===== src/rtl/calc_seq_ctrl.sv =====
// calc_seq_ctrl: operation sequencer for the calculator datapath.
//
// Two raw pushbuttons are synchronised, debounced and edge-detected. The
// resulting press pulses drive a four-state cycle:
//   ENTER_A -> (next) latch A -> ENTER_B -> (next) latch B/op -> EXEC
//   -> ALU_LAT cycles -> capture result/ovf -> SHOW -> (next) -> ENTER_A
// A clr press in any state returns to ENTER_A and zeroes all operands,
// the result and the error flag.
//
// Ports
//   clk, rst          clock, asynchronous active-high reset
//   key_next, key_clr raw active-high pushbuttons (asynchronous to clk)
//   sw_val, sw_func   operand / op switches
//   alu_a/b/func      registered operands and op to the ALU
//   alu_result/ovf    combinational ALU result and overflow flag
//   result, err       captured ALU result and overflow (err is sticky)
//   disp_sel          1 = display A/B, 0 = display result
//   disp_blank        blank all digits (error blink in SHOW)
//   state             current state code for LEDs
module calc_seq_ctrl #(
    parameter int WIDTH        = 6,
    parameter int DEB_CYCLES   = 50000,
    parameter int ALU_LAT      = 2,
    parameter int BLINK_CYCLES = 12500000
) (
    input  logic                 clk,
    input  logic                 rst,
    input  logic                 key_next,
    input  logic                 key_clr,
    input  logic [WIDTH-1:0]     sw_val,
    input  logic [1:0]           sw_func,
    output logic [WIDTH-1:0]     alu_a,
    output logic [WIDTH-1:0]     alu_b,
    output logic [1:0]           alu_func,
    input  logic [2*WIDTH-1:0]   alu_result,
    input  logic                 alu_ovf,
    output logic [2*WIDTH-1:0]   result,
    output logic                 err,
    output logic                 disp_sel,
    output logic                 disp_blank,
    output logic [1:0]           state
);

    localparam int DW = (DEB_CYCLES   > 1) ? $clog2(DEB_CYCLES)   : 1;
    localparam int EW = (ALU_LAT      > 1) ? $clog2(ALU_LAT)      : 1;
    localparam int BW = (BLINK_CYCLES > 1) ? $clog2(BLINK_CYCLES) : 1;

    typedef enum logic [1:0] {
        ENTER_A = 2'b00,
        ENTER_B = 2'b01,
        EXEC    = 2'b10,
        SHOW    = 2'b11
    } state_e;

    // ------------------------------------------------------------------
    // Key path: index 0 = next, index 1 = clr
    // ------------------------------------------------------------------
    logic [1:0]         key_raw;
    logic [1:0]         sync1_q, sync2_q;
    logic [1:0]         deb_q, deb_prev_q;
    logic [1:0][DW-1:0] deb_cnt_q;
    logic [1:0]         press;

    assign key_raw = {key_clr, key_next};
    assign press   = deb_q & ~deb_prev_q;

    always_ff @(posedge clk or posedge rst) begin
        if (rst) begin
            sync1_q    <= '0;
            sync2_q    <= '0;
            deb_q      <= '0;
            deb_prev_q <= '0;
            deb_cnt_q  <= '0;
        end else begin
            sync1_q    <= key_raw;
            sync2_q    <= sync1_q;
            deb_prev_q <= deb_q;
            for (int k = 0; k < 2; k++) begin
                // Any cycle where the synced value agrees with the level
                // restarts the stability count.
                if (sync2_q[k] == deb_q[k]) begin
                    deb_cnt_q[k] <= '0;
                end else if (deb_cnt_q[k] == DW'(DEB_CYCLES - 1)) begin
                    deb_q[k]     <= sync2_q[k];
                    deb_cnt_q[k] <= '0;
                end else begin
                    deb_cnt_q[k] <= deb_cnt_q[k] + DW'(1);
                end
            end
        end
    end

    logic next_pulse, clr_pulse;
    assign next_pulse = press[0];
    assign clr_pulse  = press[1];

    // ------------------------------------------------------------------
    // Sequencer
    // ------------------------------------------------------------------
    state_e               state_q;
    logic [WIDTH-1:0]     alu_a_q, alu_b_q;
    logic [1:0]           alu_func_q;
    logic [2*WIDTH-1:0]   result_q;
    logic                 err_q;
    logic                 blank_q;
    logic [EW-1:0]        exec_cnt_q;
    logic [BW-1:0]        blink_cnt_q;

    always_ff @(posedge clk or posedge rst) begin
        if (rst) begin
            state_q     <= ENTER_A;
            alu_a_q     <= '0;
            alu_b_q     <= '0;
            alu_func_q  <= '0;
            result_q    <= '0;
            err_q       <= 1'b0;
            blank_q     <= 1'b0;
            exec_cnt_q  <= '0;
            blink_cnt_q <= '0;
        end else if (clr_pulse) begin
            // clr outranks next and aborts EXEC without a capture
            state_q     <= ENTER_A;
            alu_a_q     <= '0;
            alu_b_q     <= '0;
            alu_func_q  <= '0;
            result_q    <= '0;
            err_q       <= 1'b0;
            blank_q     <= 1'b0;
            exec_cnt_q  <= '0;
            blink_cnt_q <= '0;
        end else begin
            // Blink is idle unless SHOW keeps running with err set below;
            // this also clears disp_blank on the edge that leaves SHOW.
            blank_q     <= 1'b0;
            blink_cnt_q <= '0;
            case (state_q)
                ENTER_A: begin
                    if (next_pulse) begin
                        alu_a_q <= sw_val;
                        state_q <= ENTER_B;
                    end
                end
                ENTER_B: begin
                    if (next_pulse) begin
                        alu_b_q    <= sw_val;
                        alu_func_q <= sw_func;
                        exec_cnt_q <= '0;
                        state_q    <= EXEC;
                    end
                end
                EXEC: begin
                    // next pulses are dropped here, not queued
                    if (exec_cnt_q == EW'(ALU_LAT - 1)) begin
                        result_q <= alu_result;
                        err_q    <= alu_ovf;
                        state_q  <= SHOW;
                    end else begin
                        exec_cnt_q <= exec_cnt_q + EW'(1);
                    end
                end
                SHOW: begin
                    if (next_pulse) begin
                        state_q <= ENTER_A;
                    end else if (err_q) begin
                        if (blink_cnt_q == BW'(BLINK_CYCLES - 1)) begin
                            blink_cnt_q <= '0;
                            blank_q     <= ~blank_q;
                        end else begin
                            blink_cnt_q <= blink_cnt_q + BW'(1);
                            blank_q     <= blank_q;
                        end
                    end
                end
                default: state_q <= ENTER_A;
            endcase
        end
    end

    assign alu_a      = alu_a_q;
    assign alu_b      = alu_b_q;
    assign alu_func   = alu_func_q;
    assign result     = result_q;
    assign err        = err_q;
    assign disp_blank = blank_q;
    assign state      = state_q;
    // A/B are on display while entering, the result from EXEC onward
    assign disp_sel   = ~state_q[1];

endmodule


===== config.mk =====
export PLATFORM = sky130hd
export DESIGN_NAME = calc_seq_ctrl
export DESIGN_NICKNAME = d
export VERILOG_FILES = /design/src/rtl/calc_seq_ctrl.sv
export SDC_FILE = /design/constraint.sdc
export NUM_CORES = 1
export LEC_CHECK = 0
export ABC_AREA = 1
export CAP_MARGIN = 20
export CELL_PAD_IN_SITES_DETAIL_PLACEMENT = 0
export CELL_PAD_IN_SITES_GLOBAL_PLACEMENT = 1
export CORE_MARGIN = 10
export CORE_UTILIZATION = 42
export DETAILED_ROUTE_END_ITERATION = 8
export PLACE_DENSITY = 0.87
export SETUP_SLACK_MARGIN = 0.15
export SYNTH_ARGS = -nofsm -noshare
export SYNTH_HDL_FRONTEND = slang
export SYNTH_SLANG_ARGS = --single-unit

===== constraint.sdc =====
create_clock -name clk -period 3.9 [get_ports clk]
set_input_delay 0.39 -clock clk [delete_from_list [all_inputs] [get_ports clk]]
set_output_delay 0.39 -clock clk [all_outputs]
set_load 0.05 [all_outputs]

Yosys cells after proc, flatten, opt, wreduce, memory -nomap -nowiden
Index checks and enable logic that the tools add are counted.
Operators by class
  add/sub/neg operators: 4
  reductions and logical operators: 14
  bitwise logic cells: 6
  mux-type cells: 38
  equality and inequality tests: 13
Operators by type and width (count)
  24-bit two-way mux: 5
  16-bit two-way mux: 4
  12-bit two-way mux: 3
  16-bit by 1-bit adder with 16-bit output, second input constant: 2
  16-bit == test, second input constant: 2
  6-bit two-way mux: 5
  24-bit by 1-bit adder with 24-bit output, second input constant: 1
  24-bit == test, second input constant: 1
  2-bit two-way mux: 8
  3-bit != test, second input constant: 4
  2-bit AND reduction: 6
  1-bit two-way mux: 11
  2-bit nonzero test: 5
  2-bit case mux with 4 select lines: 1
  5-bit != test, second input constant: 1
  2-bit == test, second input constant: 2
  1-bit NOT: 4
  4-bit AND reduction: 1
  3-bit nonzero test: 1
  2-bit bitwise AND: 1
  1-bit == test: 2
  2-bit by 1-bit == test with 1-bit output, second input constant: 1
  2-bit logical NOT: 1
  2-bit NOT: 1
  2 further kinds: 2
Storage, ports and cells
  output and inout bits: 31
  register bits after elaboration: 95

Longest topological paths before layout
Gate-level depths: netlist (run 1).
  word-level depth: 6
  mapped depth: 11
  mapped depth without buffers: 10

Worst setup path after synthesis (run 1)
OpenSTA, ideal clock, no wires.
  path kind: register -> register
  start: reg state_q[1] (netlist: state[1])
  end: reg alu_func_q[1] (netlist: alu_func[1])
  arrival time: 1940 ps
  data required time: 3780 ps
  stages on the path, launching flop included: 7
  path slack: 1839 ps
  setup time: 120 ps
  buffers on the path: 0
  clock period less this slack: 2061 ps
  path through: dfrtp_1 > inv_1 > ha_1 > nor2_1 > nor2_4 > nand3_1 > nand2_1
On the way
  cells in the longest elaborated chain, start to end: 3
Ends and longest elaborated chain
  start, declared: RTL line 100  | state_e state_q;
  start signal, assigned: RTL line 111  | state_q <= ENTER_A;
  start signal, assigned: RTL line 122  | state_q <= ENTER_A;
  start signal, assigned: RTL line 140  | state_q <= ENTER_B;
  2-bit by 1-bit == test with 1-bit output: RTL line 136  | case (state_q)
  2-bit nonzero test (no line)
  2-bit AND reduction (no line)
  end signal, assigned: RTL line 146  | alu_func_q <= sw_func;
  end, declared: RTL line 102  | logic [1:0] alu_func_q;
Every way passes these cells.
A chain may end at the register's enable or synchronous reset.

Worst setup path after layout (run 1)
  start: reg state_q[1] (netlist: state[1])
  end: out disp_sel
On the way
  cells in the longest elaborated chain, start to end: 1
Ends and longest elaborated chain
  1-bit NOT: RTL line 187  | assign disp_sel = ~state_q[1];
  end, declared: RTL line 39  | output logic disp_sel,
Every way passes these cells.

==> summary.txt, run 1 <==
Run status
  • Status: finished, final reports clean

Floorplanning
  • Area of the die: 0.0161 sq mm
  • Std-Cell Rows: 38
  • Initial core utilization: 0.436
  • Vert. Die Dim: 127 um
  • Die Wd: between 100 and 150 um
  • Count of pins on the block boundary: 56
  • Area of the core: about 0.011 sq mm

STA
  • Highest attainable clock frequency: 475 MHz
  • Ratio of final minimum period to clock period: 0.540
  • Relative slew margins: 0.637
  • Finish-stage setup viols: 0
  • Setup TNS: 0 ns
  • Total count of max-transition violations in the final report: 0
  • Shortest clock period the worst path allows after layout: 2.11 ns
  • Measured slew at the worst slew-check pin: between 0.5 and 0.6 ns
  • Count of endpoints failing hold in the final timing report: 0
  • Worst clock skew: 0.00540 ns
  • RSZ-0062 raised after global routing: false

Global routing
  • Leftover overflow at the end of global routing: 0
  • Initial antenna violation count: 0
  • First-pass GRT wire length: 18,100 um
  • Vias in the first global route: about 3,900
  • Maximum number of pins on one net before global-route repair: 43
  • All-layer global routing usage: 0.133

Clocking
  • Post-CTS resize count: 0
  • Hold-fix buffer count after cts: 0
  • Total number of H-tree levels: 3
  • Number of buffers inserted by post-CTS setup repair: 0
  • Root buffer selected by CTS: sky130_fd_sc_hd__clkbuf_16
  • Buffer levels on the longest clock path: 2
  • CTS tree: done
  • Count of clock tree sinks: 95
  • Source-to-sink clock delay at the later pin of the worst-skew pair: about 0.33 ns
  • Clock slew at reported path FFs: 0.06 ns
  • CTS Buf Count: 9

Power and ir drop
  • Register share of total power: 0.533
  • Proportion of total power due to net switching: 0.202
  • Total power after layout: 1.87 mW
  • Cell internal pwr: 1.49 mW
  • Power per cell area: 325 mW/mm^2
  • Power share of the clock group: 0.433
  • Part of the total power dissipated in combinational logic: 0.035
  • Switching Power: around 380 uW
  • Peak supply drop: 218 uV
  • Static power due to leakage: between 2 and 2.5 nW

Cells and area
  • N_diodes: 0
  • Utilization after layout: 0.523
  • FF+latch area: 0.00238 sq mm
  • Layout overhead on the synthesized area: 20.1%
  • Layout net count: ~690
  • Area of the multi-input gates: 0.00211 sq mm
  • Share of final-layout standard cells stronger than drive strength 1: 0.0898
  • Final-layout fill cell count: 1,092

Routing
  • Vias per inst: 4.82
  • Final WL: 10,400 um
  • Final routed wire length divided by cell count: 13.0 um
  • Total number of vias: 3,838
  • Residual DRC count: 0
  • Detailed-router iteration count before antenna repair: 4
  • Count of antenna-violating nets left after detailed routing: 0
  • Initial DRC Count: 168

Synthesis
  • Fraction of the mapped netlist area in simple logic gates: 0.331
  • Yosys warning count: 0
  • Syn Inst Count: 595
  • Main combinational cell family by area after synthesis: simple AND/OR/NAND/NOR gates
  • Commonest register cell after synthesis: sky130_fd_sc_hd__dfrtp_1
  • Cell Area, Synth: 0.00480 sq mm
  • Syn avg cell area: just over 8 sq um
  • Fraction of the mapped netlist area in compound gates: 0.0417
  • Synth Area in Adders: 0.0182
  • Leading cell types by total area after synthesis: sky130_fd_sc_hd__dfrtp_1 (49%), sky130_fd_sc_hd__nand2_1 (9.6%), sky130_fd_sc_hd__nor2_1 (8.8%)
  • Synthesized-area fraction occupied by xor and xnor cells: 0.0346
  • Number of unique standard cell types used by synthesis: 37
  • Cell accounting for the most synthesized area: sky130_fd_sc_hd__dfrtp_1
  • Count of flip-flops with a built-in enable after synthesis: 0
  • Portion of synthesized cell area occupied by the leading cell type: 0.495
  • Number of nets in the synthesized netlist: 627
  • Mux cell area share after synthesis: 0.0141
  • Fraction of registers with async set/reset: 1.00
  • Sequential area share after synthesis: 0.495
  • Total of flip-flops plus latches after synthesis: 95

Placed design
  • Quantity of I/O buffers inserted on ports: 55
  • Final GP Congestion: 0.916
  • Dpl hpwl: 7740 um

Setup path
  • Category of the most critical setup path: reg2out
  • Endpoint class of the critical path: output pin
  • Number of cells on the worst reg-to-reg path: 6
  • Biggest fanout along the worst timing path: 5
  • Data required time at the worst endpoint: approximately 3.5 ns
  • Category of the worst setup path launch point: flip-flop
  • Data arrival time at the worst-slack endpoint: about 1.7 ns

Run
  • Number of maximum-capacitance constraint violations: 0

Hold path
  • Type of the worst min-delay path: reg2reg
  • Hold Crit Depth: 0
[synthesized netlist by cell type, types with 2 or more instances]
cell type	count
sky130_fd_sc_hd__nor2_1	112
sky130_fd_sc_hd__ha_1	7
sky130_fd_sc_hd__nand3_1	60
sky130_fd_sc_hd__buf_6	2
sky130_fd_sc_hd__nand4_1	7
sky130_fd_sc_hd__a21oi_1	12
sky130_fd_sc_hd__inv_2	3
sky130_fd_sc_hd__o21bai_1	4
sky130_fd_sc_hd__nand2_1	123
sky130_fd_sc_hd__xor2_1	17
sky130_fd_sc_hd__clkbuf_1	2
sky130_fd_sc_hd__nand2_2	13
sky130_fd_sc_hd__nor3_2	2
sky130_fd_sc_hd__o21ai_0	14
sky130_fd_sc_hd__nor3b_1	3
sky130_fd_sc_hd__dfrtp_1	95
sky130_fd_sc_hd__mux2_2	6
sky130_fd_sc_hd__buf_1	2
sky130_fd_sc_hd__nor2_2	11
sky130_fd_sc_hd__xnor2_1	2
sky130_fd_sc_hd__inv_1	65
sky130_fd_sc_hd__nand3_2	2
sky130_fd_sc_hd__nor3_1	16
sky130_fd_sc_hd__o21ai_1	2
[placed cells by master (no fill, tap or decap), types with 2 or more instances in the layout]
cell,n
sky130_fd_sc_hd__clkbuf_16,9
sky130_fd_sc_hd__nand2_2,13
sky130_fd_sc_hd__o21ai_0,14
sky130_fd_sc_hd__mux2_2,6
sky130_fd_sc_hd__nand3_1,60
sky130_fd_sc_hd__o21bai_1,4
sky130_fd_sc_hd__dfrtp_1,95
sky130_fd_sc_hd__nand4_1,7
sky130_fd_sc_hd__nand3_2,2
sky130_fd_sc_hd__a21oi_1,12
sky130_fd_sc_hd__nor2_1,112
sky130_fd_sc_hd__nor3_2,2
sky130_fd_sc_hd__inv_2,3
sky130_fd_sc_hd__clkdlybuf4s50_1,55
sky130_fd_sc_hd__buf_4,2
sky130_fd_sc_hd__xnor2_1,2
sky130_fd_sc_hd__nor3_1,16
sky130_fd_sc_hd__clkbuf_8,3
sky130_fd_sc_hd__o21ai_1,2
sky130_fd_sc_hd__nand2_1,123
sky130_fd_sc_hd__xor2_1,17
sky130_fd_sc_hd__nor3b_1,3
sky130_fd_sc_hd__ha_1,7
sky130_fd_sc_hd__inv_1,64
sky130_fd_sc_hd__nor2_2,11
[metrics by stage]
step | setup slack, ns | std cells | instance area, sq um | hold slack, ns
6_report | 1.79 | 797 | 5770 | 0.354
5_1_grt | 1.71 | 797 | 5770 | 0.360
4_1_cts | 1.78 | 797 | 5770 | 0.355
3_5_place_dp | 2.01 | 784 | 5500 | 0.341
3_3_place_gp | 2.08 | 784 | 5500 | 0.332
2_1_floorplan | 1.03 | 595 | 4800 | 0.331
[cell type report]
| type | instances | area share |
|---|---|---|
| clock buffers | 12 | 0.0462 |
| clock inverters | 1 | 0.000867 |
| inverters | 69 | 0.0462 |
| multi-input cells | 423 | 0.366 |
| flip-flops and latches | 95 | 0.412 |
| well taps | 140 | 0.0304 |
| repair buffers | 57 | 0.0980 |
[logic make-up after synthesis]
group,Yosys count
multiplexers,6
AO/OA/AOI/OAI,36
XOR/XNOR,19
buffers and inverters,77
flip-flops,95
AND/OR/NAND/NOR,355
adder cells (fa/ha/maj),7
[power by group through the flow]
stage / Sequential, mW / Clock [mW] / Combinational, mW
finish: 0.997 / 0.810 / 0.0650
global route: 0.997 / 0.873 / 0.0750
CTS: 0.997 / 0.830 / 0.0678
detailed placement: 1.02 / 0 / 0.0678
global placement: 1.01 / 0 / 0.0662
floorplan: 1.01 / 0 / 0.0304
[worst max-delay path, cell delays in order (launching register included)]
cell and delay (ns):
sky130_fd_sc_hd__dfrtp_1 0.43, sky130_fd_sc_hd__inv_1 0.12, sky130_fd_sc_hd__clkdlybuf4s50_1 0.84
[worst paths after layout]
path / startpoint / to / slack (ns)
worst max-delay path: state[1] / disp_sel / 1.79
worst min-delay path: sync1_q[1] / sync2_q[1] / 0.35
worst max register to register: state[0] / err / 1.95
worst min register to register: sync1_q[1] / sync2_q[1] / 0.35
max in group asynchronous: rst / deb_cnt_q[24] / 2.69
min in group asynchronous: rst / deb_cnt_q[4] / 0.45
[state kept, by name, summed over array words and instances, names as in the netlist]
name / count
deb_cnt_q: 32
blink_cnt_q: 24
result: 12
alu_a: 6
alu_b: 6
alu_func: 2
deb_prev_q: 2
deb_q: 2
state: 2
sync1_q: 2
sync2_q: 2
disp_blank: 1
err: 1
exec_cnt_q: 1
[layer usage]
layer	part of all wire	track usage
met4	0.011	0.0422
met1	0.46	0.162
met3	0.052	0.0408
met2	0.48	0.221
met5	0	0
(Power assumes the default switching activity.)
==> inputs of run 2 (changes only) <==
--- a/config.mk
+++ b/config.mk
@@ -10,9 +10,9 @@
 export CELL_PAD_IN_SITES_DETAIL_PLACEMENT = 0
 export CELL_PAD_IN_SITES_GLOBAL_PLACEMENT = 1
 export CORE_MARGIN = 10
-export CORE_UTILIZATION = 42
+export CORE_UTILIZATION = 38
 export DETAILED_ROUTE_END_ITERATION = 8
-export PLACE_DENSITY = 0.87
+export PLACE_DENSITY = 0.83
 export SETUP_SLACK_MARGIN = 0.15
 export SYNTH_ARGS = -nofsm -noshare
 export SYNTH_HDL_FRONTEND = slang
==> constraint.sdc (replaced) <==
create_clock -name clk -period 1.7 [get_ports clk]
set_input_delay 0.17 -clock clk [delete_from_list [all_inputs] [get_ports clk]]
set_output_delay 0.17 -clock clk [all_outputs]
set_load 0.05 [all_outputs]
==> summary.txt, run 2 (synthesized netlist as in run 1, its figures left out) <==
Run status
  • Status: finished, final reports clean

Global routing
  • All-layer global routing usage: 0.129
  • First-pass GRT wire length: between 15,000 and 20,000 um
  • Initial antenna violation count: 0
  • Vias in the first global route: 3,937
  • Maximum number of pins on one net before global-route repair: 96
  • Leftover overflow at the end of global routing: 0

Routing
  • Vias per inst: around 4.9
  • Initial DRC Count: about 200
  • Final WL: 11,400 um
  • Count of antenna-violating nets left after detailed routing: 0
  • Final routed wire length divided by cell count: 13.6 um
  • Residual DRC count: 0
  • Detailed-router iteration count before antenna repair: 5
  • Total number of vias: 4,095

Floorplanning
  • Initial core utilization: 0.384
  • Area of the die: 0.0175 sq mm
  • Vert. Die Dim: 132 um
  • Count of pins on the block boundary: 56
  • Area of the core: approximately 0.013 sq mm
  • Std-Cell Rows: 41
  • Die Wd: 132 um

Clocking
  • Total number of H-tree levels: 3
  • Count of clock tree sinks: 95
  • Clock slew at reported path FFs: 0.07 ns
  • CTS Buf Count: 9
  • CTS tree: done
  • Source-to-sink clock delay at the later pin of the worst-skew pair: 0.35 ns
  • Root buffer selected by CTS: sky130_fd_sc_hd__clkbuf_16
  • Buffer levels on the longest clock path: 2
  • Hold-fix buffer count after cts: 0

Cells and area
  • Area of the multi-input gates: between 0.002 and 0.0025 sq mm
  • Number of flip-flops under the largest register name: 32
  • N_diodes: 0
  • FF+latch area: 0.00238 sq mm
  • Most frequent cells in the layout: sky130_fd_sc_hd__nand2_1 (116), sky130_fd_sc_hd__nor2_1 (104), sky130_fd_sc_hd__dfrtp_1 (93)
  • Final-layout fill cell count: 1,250
  • Share of final-layout standard cells stronger than drive strength 1: 0.184
  • Largest register by flop count: deb_cnt_q
  • Layout net count: 695
  • Non-Filler Cell Area, Final: ~0.006 sq mm
  • Utilization after layout: 0.478
  • Layout overhead on the synthesized area: 24.6%
  • Most common library cell in the layout ignoring fill and taps: sky130_fd_sc_hd__nand2_1

Power and ir drop
  • Power per cell area: 744 mW/mm^2
  • Peak supply drop: around 580 uV
  • Static power due to leakage: approximately 2.5 nW

Setup path
  • Delay of the slowest cell on the worst path: ~0.38 ns
  • Biggest fanout along the worst timing path: 7
  • Category of the most critical setup path: reg2reg
  • Category of the worst setup path launch point: flip-flop
  • Cell type with the highest occurrence count on the critical path: sky130_fd_sc_hd__nand2_4
  • Critical path's slowest cell: sky130_fd_sc_hd__dfrtp_1
  • List of cells traversed by the critical path: ha_2, nand2_2, inv_2, nand2_4, nor2_2, nand3_2, nand2_4, clkbuf_16, nor3_2
  • Data arrival time at the worst-slack endpoint: 1.71 ns
  • Endpoint class of the critical path: flip-flop
  • Data required time at the worst endpoint: 1.93 ns

Hold path
  • Type of the worst min-delay path: in2reg

STA
  • Finish-stage setup viols: 0
  • Measured slew at the worst slew-check pin: roughly 0.5 ns
  • Count of endpoints failing hold in the final timing report: 0
  • Total count of max-transition violations in the final report: 0
  • Relative slew margins: 0.661
  • Shortest clock period the worst path allows after layout: 1.48 ns
  • Final worst slack: 0.225 ns
  • Highest attainable clock frequency: 678 MHz
  • Worst clock skew: 0.00734 ns
  • RSZ-0062 raised after global routing: true
  • Ratio of final minimum period to clock period: 0.868

Run
  • Number of maximum-capacitance constraint violations: 0

Placed design
  • Placed cell areas: 0.00552 sq mm
  • Final GP Congestion: 0.865
  • Setup Slack @ Placement: 0.124 ns
  • Quantity of I/O buffers inserted on ports: 55
  • Dpl hpwl: slightly above 8000 um
run 2: cell types whose count changed in the layout (fill, tap and decap cells not counted), sizes merged:
cell,previous run,this run
dlygate4sd2,0,2
bufinv,0,1
inv,69,67
clkdlybuf4s50,55,24
clkinvlp,0,2
buf,2,38
clkinv,1,2
clkbuf,12,13
run 2: worst max-delay path: cells and delay by family, from the launching register on:
family	cells	cell delay, ns
adders and majority gates	1	0.20
buffers and inverters	2	0.27
DFF	1	0.38
and+or+nand+nor	6	0.49
run 2: area by class of cell:
type	count	share of cell area
inverters	69	0.0470
well taps	172	0.0360
multi-input cells	423	0.372
flip-flops and latches	95	0.398
clock inverters	3	0.00732
clock buffers	12	0.0412
repair buffers	65	0.0991
run 2: report_power, final:
part,leakage (nW),switching (mW),total [mW],internal (mW)
Combinational,1.20,0.0835,0.153,0.0690
Clock,0.143,0.842,2.02,1.17
Sequential,1.20,0.0110,2.29,2.28
Total,2.55,0.937,4.46,3.52
run 2: worst paths after layout:
kind                           startpoint              end  slack, ns  cells past startpoint
min reg2reg                    sync1_q[1]       sync2_q[1]       0.35                      0
max reg2reg                blink_cnt_q[0]  blink_cnt_q[15]       0.22                      9
max                        blink_cnt_q[0]  blink_cnt_q[15]       0.22                      9
max in group asynchronous             rst  blink_cnt_q[12]       1.00                      3
min in group asynchronous             rst        result[5]       0.30                      3
min                               key_clr       sync1_q[1]       0.27                      1
run 2: per-stage QoR:
stage | TNS, ns | hold WS [ns] | std cells | power, mW
after floorplan | -1.11 | 0.201 | 595 | 2.40
after global placement | 0 | 0.334 | 820 | 2.48
after detailed placement | 0 | 0.340 | 820 | 2.49
after CTS | 0 | 0.262 | 835 | 4.51
after global routing | 0 | 0.269 | 839 | 4.62
final | 0 | 0.270 | 839 | 4.46
run 2: per-layer routing:
layer / wire, um / up-vias / track usage
met5: 0 / - / 0
met4: 233 / 0 / 0.0617
met3: 566 / 17 / 0.0337
met2: 5530 / 96 / 0.206
met1: 5070 / 1960 / 0.160
li1: - / 2022 / -
run 2: what timing repair did:
item,4_1_cts,5_1_grt
resized for setup,6,34
cloned,0,1
buffers inserted,0,3
pin swaps,0,7
endpoints found under the setup margin,28,65
